$ cat src/rtl/rv_boot_loader_if.sv
// Byte-stream receive handshake plus instruction-memory write port of the boot loader.
// The master side is the loader, and the slave side is the byte source and memory.
interface rv_boot_loader_if #(
  parameter int ADDR_W = 10
);
  logic [7:0]        rx_data;
  logic              rx_valid;
  logic              rx_ready;
  logic              imem_we;
  logic [ADDR_W-1:0] imem_addr;
  logic [31:0]       imem_wd;

  modport master (
    input  rx_data,
    input  rx_valid,
    output rx_ready,
    output imem_we,
    output imem_addr,
    output imem_wd
  );

  modport slave (
    output rx_data,
    output rx_valid,
    input  rx_ready,
    input  imem_we,
    input  imem_addr,
    input  imem_wd
  );
endinterface

$ cat src/rtl/rv_boot_loader.sv
// Boot controller: takes a 16-bit word count, then little-endian 32-bit words, writes them
// to consecutive instruction-memory addresses and releases the core from reset at PC 0.
module rv_boot_loader #(
  parameter int ADDR_W = 10
) (
  input  logic              clk,
  input  logic              Reset,
  input  logic              start,
  rv_boot_loader_if.master  bus,
  output logic              core_reset,
  output logic              busy,
  output logic              done,
  output logic              err,
  output logic [ADDR_W:0]   words_loaded
);

  localparam logic [2:0] S_IDLE  = 3'd0;
  localparam logic [2:0] S_HDR   = 3'd1;
  localparam logic [2:0] S_LOAD  = 3'd2;
  localparam logic [2:0] S_WRITE = 3'd3;
  localparam logic [2:0] S_RUN   = 3'd4;
  localparam logic [2:0] S_ERROR = 3'd5;

  localparam logic [ADDR_W:0]   WL_ONE  = {{ADDR_W{1'b0}}, 1'b1};
  localparam logic [ADDR_W-1:0] IDX_ONE = {{(ADDR_W-1){1'b0}}, 1'b1};

  logic [2:0]        state;
  logic [1:0]        byte_cnt;
  logic [7:0]        n_lo;
  logic [ADDR_W:0]   n_words;
  logic [ADDR_W-1:0] word_idx;
  logic [31:0]       shift_word;
  logic [ADDR_W:0]   words_next;
  logic              accept;

  // A count is usable only if it is non-zero and fits in memory, so the index never wraps.
  function automatic logic hdr_valid(input logic [15:0] n);
    return (n != 16'd0) && ({1'b0, n} <= (17'd1 << ADDR_W));
  endfunction

  assign accept     = bus.rx_valid & bus.rx_ready;
  assign words_next = words_loaded + WL_ONE;

  always_ff @(posedge clk) begin
    if (Reset) begin
      state        <= S_IDLE;
      byte_cnt     <= 2'd0;
      n_lo         <= 8'd0;
      n_words      <= '0;
      word_idx     <= '0;
      words_loaded <= '0;
      shift_word   <= 32'd0;
    end else begin
      case (state)
        S_IDLE, S_RUN, S_ERROR: begin
          if (start) begin
            state        <= S_HDR;
            byte_cnt     <= 2'd0;
            word_idx     <= '0;
            words_loaded <= '0;
          end
        end
        S_HDR: begin
          if (accept) begin
            if (byte_cnt == 2'd0) begin
              n_lo     <= bus.rx_data;
              byte_cnt <= 2'd1;
            end else begin
              byte_cnt <= 2'd0;
              if (hdr_valid({bus.rx_data, n_lo})) begin
                n_words <= (ADDR_W+1)'({bus.rx_data, n_lo});
                state   <= S_LOAD;
              end else begin
                state   <= S_ERROR;
              end
            end
          end
        end
        S_LOAD: begin
          if (accept) begin
            shift_word[{byte_cnt, 3'b000} +: 8] <= bus.rx_data;
            byte_cnt <= byte_cnt + 2'd1;
            if (byte_cnt == 2'd3) begin
              state <= S_WRITE;
            end
          end
        end
        S_WRITE: begin
          word_idx     <= word_idx + IDX_ONE;
          words_loaded <= words_next;
          state        <= (words_next == n_words) ? S_RUN : S_LOAD;
        end
        default: begin
          state <= S_IDLE;
        end
      endcase
    end
  end

  // Every output is decoded from state or taken straight from a register.
  assign bus.rx_ready  = (state == S_HDR) || (state == S_LOAD);
  assign bus.imem_we   = (state == S_WRITE);
  assign bus.imem_addr = word_idx;
  assign bus.imem_wd   = shift_word;
  assign core_reset    = (state != S_RUN);
  assign busy          = (state == S_HDR) || (state == S_LOAD) || (state == S_WRITE);
  assign done          = (state == S_RUN);
  assign err           = (state == S_ERROR);

endmodule

$ cat src/flat_wrapper.sv
// flat-port wrapper written by rule: the top's interface ports become plain ports
module rv_boot_loader_flat 
#(
  parameter int ADDR_W = 10
)
  (clk, Reset, start, core_reset, busy, done, err, words_loaded, bus_rx_data, bus_rx_valid, bus_rx_ready, bus_imem_we, bus_imem_addr, bus_imem_wd);
  rv_boot_loader_if #(.ADDR_W(ADDR_W)) bus_i ();
  input  logic clk;
  input  logic Reset;
  input  logic start;
  output logic core_reset;
  output logic busy;
  output logic done;
  output logic err;
  output logic [ADDR_W:0] words_loaded;
  input wire logic [$bits(bus_i.rx_data)-1:0] bus_rx_data;
  input wire logic [$bits(bus_i.rx_valid)-1:0] bus_rx_valid;
  output wire logic [$bits(bus_i.rx_ready)-1:0] bus_rx_ready;
  output wire logic [$bits(bus_i.imem_we)-1:0] bus_imem_we;
  output wire logic [$bits(bus_i.imem_addr)-1:0] bus_imem_addr;
  output wire logic [$bits(bus_i.imem_wd)-1:0] bus_imem_wd;
  assign bus_i.rx_data = bus_rx_data;
  assign bus_i.rx_valid = bus_rx_valid;
  assign bus_rx_ready = bus_i.rx_ready;
  assign bus_imem_we = bus_i.imem_we;
  assign bus_imem_addr = bus_i.imem_addr;
  assign bus_imem_wd = bus_i.imem_wd;
  rv_boot_loader #(.ADDR_W(ADDR_W)) u_core (.clk(clk), .Reset(Reset), .start(start), .bus(bus_i), .core_reset(core_reset), .busy(busy), .done(done), .err(err), .words_loaded(words_loaded));
endmodule
$ cat config.mk
export PLATFORM = sky130hd
export DESIGN_NAME = rv_boot_loader_flat
export DESIGN_NICKNAME = d
export VERILOG_FILES = /design/src/rtl/rv_boot_loader_if.sv /design/src/rtl/rv_boot_loader.sv /design/src/flat_wrapper.sv
export SDC_FILE = /design/constraint.sdc
export NUM_CORES = 1
export LEC_CHECK = 0
export CAP_MARGIN = 0
export CORE_ASPECT_RATIO = 0.75
export CORE_MARGIN = 2
export CORE_UTILIZATION = 52
export DETAILED_ROUTE_END_ITERATION = 6
export MAX_ROUTING_LAYER = met4
export PLACE_DENSITY = 0.83
export SETUP_SLACK_MARGIN = 0.02
export SYNTH_ARGS = -nofsm -noshare
export SYNTH_HDL_FRONTEND = slang
export SYNTH_SLANG_ARGS = --single-unit
$ cat constraint.sdc
create_clock -name clk -period 2.9 [get_ports clk]
set_input_delay 0.29 -clock clk [delete_from_list [all_inputs] [get_ports clk]]
set_output_delay 0.29 -clock clk [all_outputs]
set_load 0.005 [all_outputs]
==> results.json, run 1 <==
{
  "status": "finished clean",
  "cts_resized": 0,
  "drtPass1Iterations": 5,
  "num_vias": 3440,
  "clk_latency_ps": 350,
  "synth_edf_count": 0,
  "grt_use_total_pct": 25.5,
  "worstSetupStartpointType": "flop",
  "drt_iter0_drc": 236,
  "max_slew.worst_pin.slew_ps": 666,
  "synth_common_cells": "dfxtp_1 (77), nor2_1 (52), a21oi_1 (51)",
  "grt_pass1_wl_um": 15400,
  "wirelength_um": 9260,
  "drv_cap": 0,
  "cp.required_ps": 2610,
  "clock-sinks": 77,
  "port-buffer-count": 70,
  "whs_path_depth": 2,
  "yosys.area.top_type": "dfxtp_1",
  "post-route-drc-count": 0,
  "r2r_slack_ps": 510,
  "r2r-start": "u_core.byte_cnt[0]",
  "relSlewSlack_pct": 55.5,
  "synth_seq_cells": 77,
  "dieArea_mm2": 0.00770,
  "synthFlopType": "dfxtp_1",
  "grt.overflow.total": 0,
  "period_needed_ps": 2500,
  "hold_violations": 0,
  "initial_utilization_pct": 53.6,
  "clockBufferDepth": 2,
  "post_cts_buffers": 0,
  "path_class": "flop to output port",
  "synth.avg_cell_area_um2": 8.18,
  "cts-root-buf": "clkbuf_8",
  "grt_pass1_vias": 3211,
  "cts_tree": "yes",
  "fin_area_mm2": 0.00459,
  "dieHeight_um": 76.5,
  "synth.area.top_cells": "dfxtp_1 (42%), a21oi_1 (7.0%), mux2i_1 (5.8%)",
  "postSynth.asyncResetShare_pct": 0,
  "fin_skew_ps": 10.1,
  "final_max_slew_viol_count": 0,
  "post-dp-hpwl_um": 6610,
  "final_nets": 531,
  "instances_no_fill": 600,
  "htreeDepth": 3,
  "cp_data_arrival_time_ps": 2210,
  "numCtsBuffers": 9,
  "fmax_ghz": 0.400,
  "clkTransAtPathRegs_ps": 80,
  "io_pins": 71,
  "rsz0062_at_grt": "false",
  "syn_to_final_growth_pct": 26.1,
  "rows": 26,
  "timing.setup.tns_ps": 0,
  "syn_nets": 465,
  "gp_congestion": 0.850,
  "wl_per_cell_um": 15.4,
  "p_per_area_mw_per_mm2": 441,
  "place_area_mm2": 0.00441,
  "die_w_um": 101,
  "end_kind": "output port",
  "reg2reg_depth": 8,
  "p_total_w": 0.00203,
  "post-place-cells": 584,
  "ir_worst_vdd_mv": 0.240,
  "period_share_pct": 86.2,
  "antenna_left": 0,
  "hold_path_startpoint": "Reset",
  "r2r-end": "u_core.state[1]",
  "viasPerCell": 5.73,
  "min_path_type": "input pin to flop",
  "antenna_found_initial": 0,
  "drive_gt1_share_pct": 6.01,
  "synth.distinct_cells": 45,
  "yosysSeqAreaShare_pct": 42.3,
  "p_leak_nw": 1.76,
  "core-area_mm2": 0.00680,
  "syn_inst": 445,
  "crit_fanout": 19,
  "synth_top_area_share_pct": 42.3,
  "antenna-diode-count": 0,
  "grt_max_degree": 51,
  "syn_area_mm2": 0.00364,
  "postCtsHoldBufs": 0,
  "setup_violations": 0,
  "synth_warnings": 0,
  "synth.most_common_cell": "dfxtp_1",
  "min_to": "u_core.n_words[8]"
}
## how the worst max path moves through the flow
stage                       start                  to  slack (ps)
3_3_place_gp       bus_rx_data[0]  u_core.n_words[10]         350
6_report          u_core.state[0]         bus_imem_we         400
3_5_place_dp       bus_rx_data[0]   u_core.n_words[3]         240
2_1_floorplan  u_core.byte_cnt[0]     u_core.state[1]         760
5_1_grt           u_core.state[0]         bus_imem_we         170
4_1_cts           u_core.state[0]         bus_imem_we         410
## through the flow
step                setup slack [ps]  utilization (%)  hold slack [ps]
global placement                 349             64.8              439
floorplan                        758                -              434
global route                     167             67.5              400
finish                           402             67.5              397
CTS                              412             67.5              381
detailed placement               241             64.8              447
## cell usage in the layout, fill, tap and decap left out, drive strengths merged, types with 7 or more instances in the layout
| master | instances |
|---|---|
| a21oi | 51 |
| and2 | 8 |
| buf | 9 |
| clkbuf | 11 |
| clkdlybuf4s50 | 69 |
| dfxtp | 77 |
| ha | 8 |
| inv | 11 |
| mux2i | 21 |
| nand2 | 48 |
| nand3 | 41 |
| nor2 | 52 |
| nor3 | 12 |
| o21ai | 11 |
| xnor2 | 11 |
| xor2 | 7 |
## area by class of cell
type / count / area, um2
Fill cell: 562 / 2210
Multi-Input combinational cell: 335 / 1970
Timing Repair Buffer: 78 / 756
Inverter: 10 / 37.5
Sequential cell: 77 / 1540
Tap cell: 84 / 105
Clock inverter: 5 / 33.8
Clock buffer: 11 / 151
## state kept, by name (all words and copies together) (netlist names)
signal and cells:
u_core.bus.imem_addr 10, u_core.bus.imem_wd 32, u_core.n_words 11, u_core.state 3, u_core.byte_cnt 2, u_core.n_lo 8, u_core.words_loaded 11
## report_power, final
| group | total [W] | internal, W | leakage, nW | switching, W |
|---|---|---|---|---|
| Sequential | 0.00109 | 0.00107 | 0.621 | 0.0000210 |
| Clock | 0.000746 | 0.000357 | 0.0917 | 0.000389 |
| Combinational | 0.000191 | 0.0000789 | 1.04 | 0.000112 |
| Total | 0.00203 | 0.00150 | 1.76 | 0.000522 |
## cells by family after synthesis
kind of cell               count (synthesis)  synth area share (%)
buffers and inverters                     33                  3.68
DFF                                       77                  42.3
adders and majority gates                  8                  2.75
xor gates and xnor gates                  18                  4.33
muxes                                     22                  6.08
and+or+nand+nor                          199                  26.6
AOI/OAI and AO/OA                         88                  14.2
## worst max-delay path, cell delays in order, from the launching register on
cell and delay [ps]:
dfxtp_1 520, nor2b_1 340, nand2_1 130, inv_2 300, clkdlybuf4s50_1 570
## per-layer routing
metal / track usage (%) / vias up / share of wire [%]
li1: - / 1697 / -
met1: 35.2 / 1604 / 46
met2: 37.7 / 122 / 46
met3: 5.32 / 17 / 6.2
met4: 7.40 / 0 / 1.5
met5: - / - / 0
Power figures use the tool's default switching activity.
==> run 2, diff against run 1 <==
Settings changed: PLACE_DENSITY 0.83 to 0.82.
==> run 2 against run 1 <==
Effect of this change:
- via count grew 1.3%
- register-to-register slack got worse by 120 ps
- largest cell class unchanged
- sequential power hardly changed
- routed wire length is 1.9% higher
- clock power up 22%
- maximum frequency down 0.30%
- highest routed layer unchanged
- hold slack got worse by 31 ps
- clock skew hardly changed
- core utilization rose by 0.55 points
- die area unchanged
==> results.json, run 2 (same netlist as run 1, synthesis figures left out) <==
{
  "status": "finished clean",
  "reg2reg_depth": 8,
  "post-dp-hpwl_um": 6480,
  "cts_resized": 0,
  "hold_violations": 0,
  "cp_data_arrival_time_ps": 2800,
  "timing.setup.tns_ps": 0,
  "drt_iter0_drc": 198,
  "viasPerCell": 5.81,
  "fmax_ghz": 0.399,
  "grt_pass1_vias": 3181,
  "whs_ps": 367,
  "p_leak_nw": 1.77,
  "post-place-cells": 584,
  "period_share_pct": 86.4,
  "fin_area_mm2": 0.00463,
  "grt.overflow.total": 0,
  "final_max_slew_viol_count": 0,
  "clock-sinks": 77,
  "relSlewSlack_pct": 59.0,
  "gp_congestion": 0.857,
  "crit_fanout": 8,
  "drv_cap": 0,
  "setup_violations": 0,
  "clkTransAtPathRegs_ps": 90,
  "num_vias": 3484,
  "post_cts_buffers": 0,
  "cts_tree": "yes",
  "end_kind": "flop",
  "p_total_w": 0.00220,
  "post-route-drc-count": 0,
  "largest_reg_flops": 32,
  "max_slew.worst_pin.slew_ps": 613,
  "htreeDepth": 3,
  "worstSetupStartpointType": "flop",
  "wl_per_cell_um": 15.7,
  "final_common_cell": "dfxtp_1",
  "r2r-end": "u_core.state[1]",
  "io_pins": 71,
  "numCtsBuffers": 9,
  "grt_use_total_pct": 25.3,
  "instances_no_fill": 600,
  "dieHeight_um": 76.5,
  "cp.required_ps": 3190,
  "initial_utilization_pct": 53.6,
  "p_per_area_mw_per_mm2": 474,
  "r2r-start": "u_core.byte_cnt[0]",
  "r2r_slack_ps": 390,
  "final_cell_mix": "dfxtp_1 (77), clkdlybuf4s50_1 (69), nor2_1 (52), a21oi_1 (51), nand2_1 (48)",
  "path_class": "flop to flop",
  "core-area_mm2": 0.00680,
  "ir_worst_vdd_mv": 0.326,
  "dieArea_mm2": 0.00770,
  "drive_gt1_share_pct": 6.01,
  "antenna_found_initial": 0,
  "postCtsHoldBufs": 0,
  "period_needed_ps": 2510,
  "timing.critical_path.from": "u_core.byte_cnt[0]",
  "grt_max_degree": 52,
  "cts-root-buf": "clkbuf_8",
  "clk_latency_ps": 370,
  "place_area_mm2": 0.00441,
  "port-buffer-count": 70,
  "drtPass1Iterations": 7,
  "antenna_left": 0,
  "fin_skew_ps": 9.59,
  "grt_pass1_wl_um": 15100,
  "rows": 26,
  "min_path_type": "input pin to flop",
  "final_nets": 531,
  "syn_to_final_growth_pct": 27.1,
  "antenna-diode-count": 0,
  "endpoint": "u_core.state[1]",
  "rsz0062_at_grt": "false",
  "die_w_um": 101,
  "wirelength_um": 9440,
  "clockBufferDepth": 2
}
==> run 2: layout make-up <==
| class | count | area (um2) |
|---|---|---|
| clock buffers | 9 | 124 |
| clock inverters | 7 | 98.8 |
| fillers | 551 | 2170 |
| inverters | 10 | 37.5 |
| multi-input cells | 335 | 1970 |
| flip-flops and latches | 77 | 1540 |
| well taps | 84 | 105 |
| repair buffers | 78 | 756 |
==> run 2: critical path, cell delays in order (launching register included) <==
cell and delay [ps]:
dfxtp_1 510, inv_1 170, ha_1 340, nand2b_1 190, a2bb2oi_1 240, o32ai_1 180, or3_1 380, a211o_1 300
a31oi_1 120
==> run 2: worst min path at each step <==
stage / startpoint / end / slack (ps) / cells after the start
global placement: u_core.bus.imem_wd[25] / u_core.bus.imem_wd[25] / 440 / 2
global route: Reset / u_core.n_lo[7] / 390 / 2
CTS: Reset / u_core.n_words[2] / 360 / 2
detailed placement: u_core.bus.imem_wd[24] / u_core.bus.imem_wd[24] / 440 / 2
finish: Reset / u_core.n_words[10] / 370 / 2
floorplan: bus_rx_data[0] / u_core.n_lo[0] / 430 / 2
==> run 2: stage by stage <==
step           util, %  worst slack (ps)
5_1_grt           68.1               255
3_5_place_dp      64.8               248
2_1_floorplan        -               758
4_1_cts           68.1               432
6_report          68.1               394
3_3_place_gp      64.8               344
==> run 2: per-layer routing <==
metal / vias to the layer above / share of wire (%) / global-route usage (%)
met1: 1667 / 45 / 33.0
met3: 14 / 5.6 / 6.06
met4: 0 / 1.6 / 10.4
li1: 1691 / - / -
met2: 112 / 48 / 37.5
met5: - / 0 / -
==> run 2: report_power, final <==
| part | total [W] | switching, W | internal, W | leakage (nW) |
|---|---|---|---|---|
| logic | 0.000195 | 0.000116 | 0.0000790 | 1.04 |
| clock network | 0.000912 | 0.000423 | 0.000488 | 0.110 |
| registers | 0.00109 | 0.0000216 | 0.00107 | 0.621 |
| total | 0.00220 | 0.000560 | 0.00164 | 1.77 |
==> run 3, diff against run 2 <==
Settings changed: PLACE_DENSITY 0.82 to 0.89.
==> run 3 against run 2 <==
Effect of this change:
- first-iteration DRC count down 13%
- cell area fell by 1.4%
- worst setup slack better by 34 ps
- core utilization fell by 0.92 points
- clock-buffer cell count is 1 higher
- largest cell class unchanged
==> results.json, run 3 (same netlist as run 1, synthesis figures left out) <==
{
  "gp_congestion": 0.880,
  "ir_worst_vdd_mv": 0.340,
  "period_share_pct": 85.2,
  "max_slew.worst_pin.slew_ps": 914,
  "regArea_mm2": 0.00154,
  "dieArea_mm2": 0.00770,
  "min_path_type": "input pin to flop",
  "fmax_ghz": 0.405,
  "syn_to_final_growth_pct": 25.4,
  "drtPass1Iterations": 5,
  "critPathBufInv": 1,
  "cts_resized": 0,
  "num_vias": 3459,
  "crit_family": "compound AO/OA/AOI/OAI gates",
  "initial_utilization_pct": 53.6,
  "period_needed_ps": 2470,
  "clkTransAtPathRegs_ps": 80,
  "post-dp-hpwl_um": 6540,
  "instances_no_fill": 599,
  "max_stage_delay_ps": 500,
  "cp.required_ps": 3180,
  "grt_max_degree": 48,
  "place_area_mm2": 0.00440,
  "wl_per_cell_um": 15.4,
  "die_w_um": 101,
  "core-area_mm2": 0.00680,
  "rows": 26,
  "r2r_slack_ps": 430,
  "final_max_slew_viol_count": 0,
  "end_kind": "flop",
  "final_nets": 530,
  "clock-sinks": 77,
  "setup_violations": 0,
  "cp_data_arrival_time_ps": 2750,
  "path_class": "flop to flop",
  "crit_path_top_delay_cell": "dfxtp_1",
  "cts-root-buf": "clkbuf_8",
  "port-buffer-count": 70,
  "antenna_found_initial": 0,
  "fin_area_mm2": 0.00457,
  "relSlewSlack_pct": 38.6,
  "largest_reg_flops": 32,
  "io_pins": 71,
  "multiInputGateArea_mm2": 0.00197,
  "status": "finished clean",
  "worst_slack_ps": 429,
  "crit_chain": "inv_1 -> ha_1 -> nand2b_1 -> a2bb2oi_1 -> o32ai_1 -> or3_1 -> a211o_1 -> a31oi_1",
  "hold_violations": 0,
  "fin_skew_ps": 6.81,
  "htreeDepth": 3,
  "antenna-diode-count": 0,
  "drt_iter0_drc": 172,
  "post-place-cells": 583,
  "crit_fanout": 8,
  "postCtsHoldBufs": 0,
  "worstSetupStartpointType": "flop",
  "cts_tree": "yes",
  "post_cts_buffers": 0,
  "antenna_left": 0,
  "p_leak_nw": 1.73,
  "grt_pass1_wl_um": 15200,
  "timing.setup.tns_ps": 0,
  "dieHeight_um": 76.5,
  "drv_cap": 0,
  "clockBufferDepth": 2,
  "post-route-drc-count": 0,
  "drive_gt1_share_pct": 5.63,
  "final_cell_mix": "dfxtp_1 (77), clkdlybuf4s50_1 (69), nor2_1 (52), a21oi_1 (51), nand2_1 (48)",
  "clk_latency_ps": 350,
  "final_common_cell": "dfxtp_1",
  "rsz0062_at_grt": "false",
  "p_per_area_mw_per_mm2": 434,
  "viasPerCell": 5.77,
  "grt_use_total_pct": 25.2,
  "wirelength_um": 9220,
  "fill_cells": 548,
  "grt_pass1_vias": 3194,
  "numCtsBuffers": 9,
  "post-place-ws_ps": 326,
  "grt.overflow.total": 0
}
## run 3: cell types whose count changed in the layout (fill, tap and decap cells not counted)
cell        delta
clkbuf_1       +1
inv_6          -1
clkinv_4       -2
clkinvlp_4     +3
buf_4          -1
bufinv_16      -2
clkinv_2       +1
## run 3: worst paths after layout
kind / start / to / cells past startpoint
max: u_core.byte_cnt[0] / u_core.state[1] / 8
min: Reset / u_core.n_words[8] / 2
max reg2reg: u_core.byte_cnt[0] / u_core.state[1] / 8
min reg2reg: u_core.bus.imem_wd[5] / u_core.bus.imem_wd[5] / 2
## run 3: layout make-up
class / instances / area share [%]
clock buffers: 10 / 2.79
well taps: 84 / 2.30
inverters: 10 / 0.822
repair buffers: 77 / 16.4
clock inverters: 6 / 0.877
multi-input cells: 335 / 43.1
flip-flops and latches: 77 / 33.8
## run 3: report_power, final
group | internal (W) | switching (W) | total [W]
combinational | 0.0000788 | 0.000111 | 0.000189
sequential | 0.00107 | 0.0000203 | 0.00109
clock | 0.000307 | 0.000396 | 0.000703
## run 3: layer usage
| metal | up-vias | global-route usage, % | share of wire, % |
|---|---|---|---|
| met4 | 0 | 7.81 | 1.4 |
| met3 | 17 | 6.70 | 6.5 |
| met1 | 1630 | 34.9 | 47 |
| li1 | 1690 | - | - |
| met5 | - | - | 0 |
| met2 | 122 | 35.9 | 45 |
## run 3: metrics by stage
stage,hold slack (ps),power [W],utilization [%]
2_1_floorplan,434,0.00122,-
3_3_place_gp,439,0.00129,64.7
3_5_place_dp,443,0.00130,64.7
4_1_cts,408,0.00199,67.2
5_1_grt,442,0.00206,67.2
6_report,421,0.00198,67.2
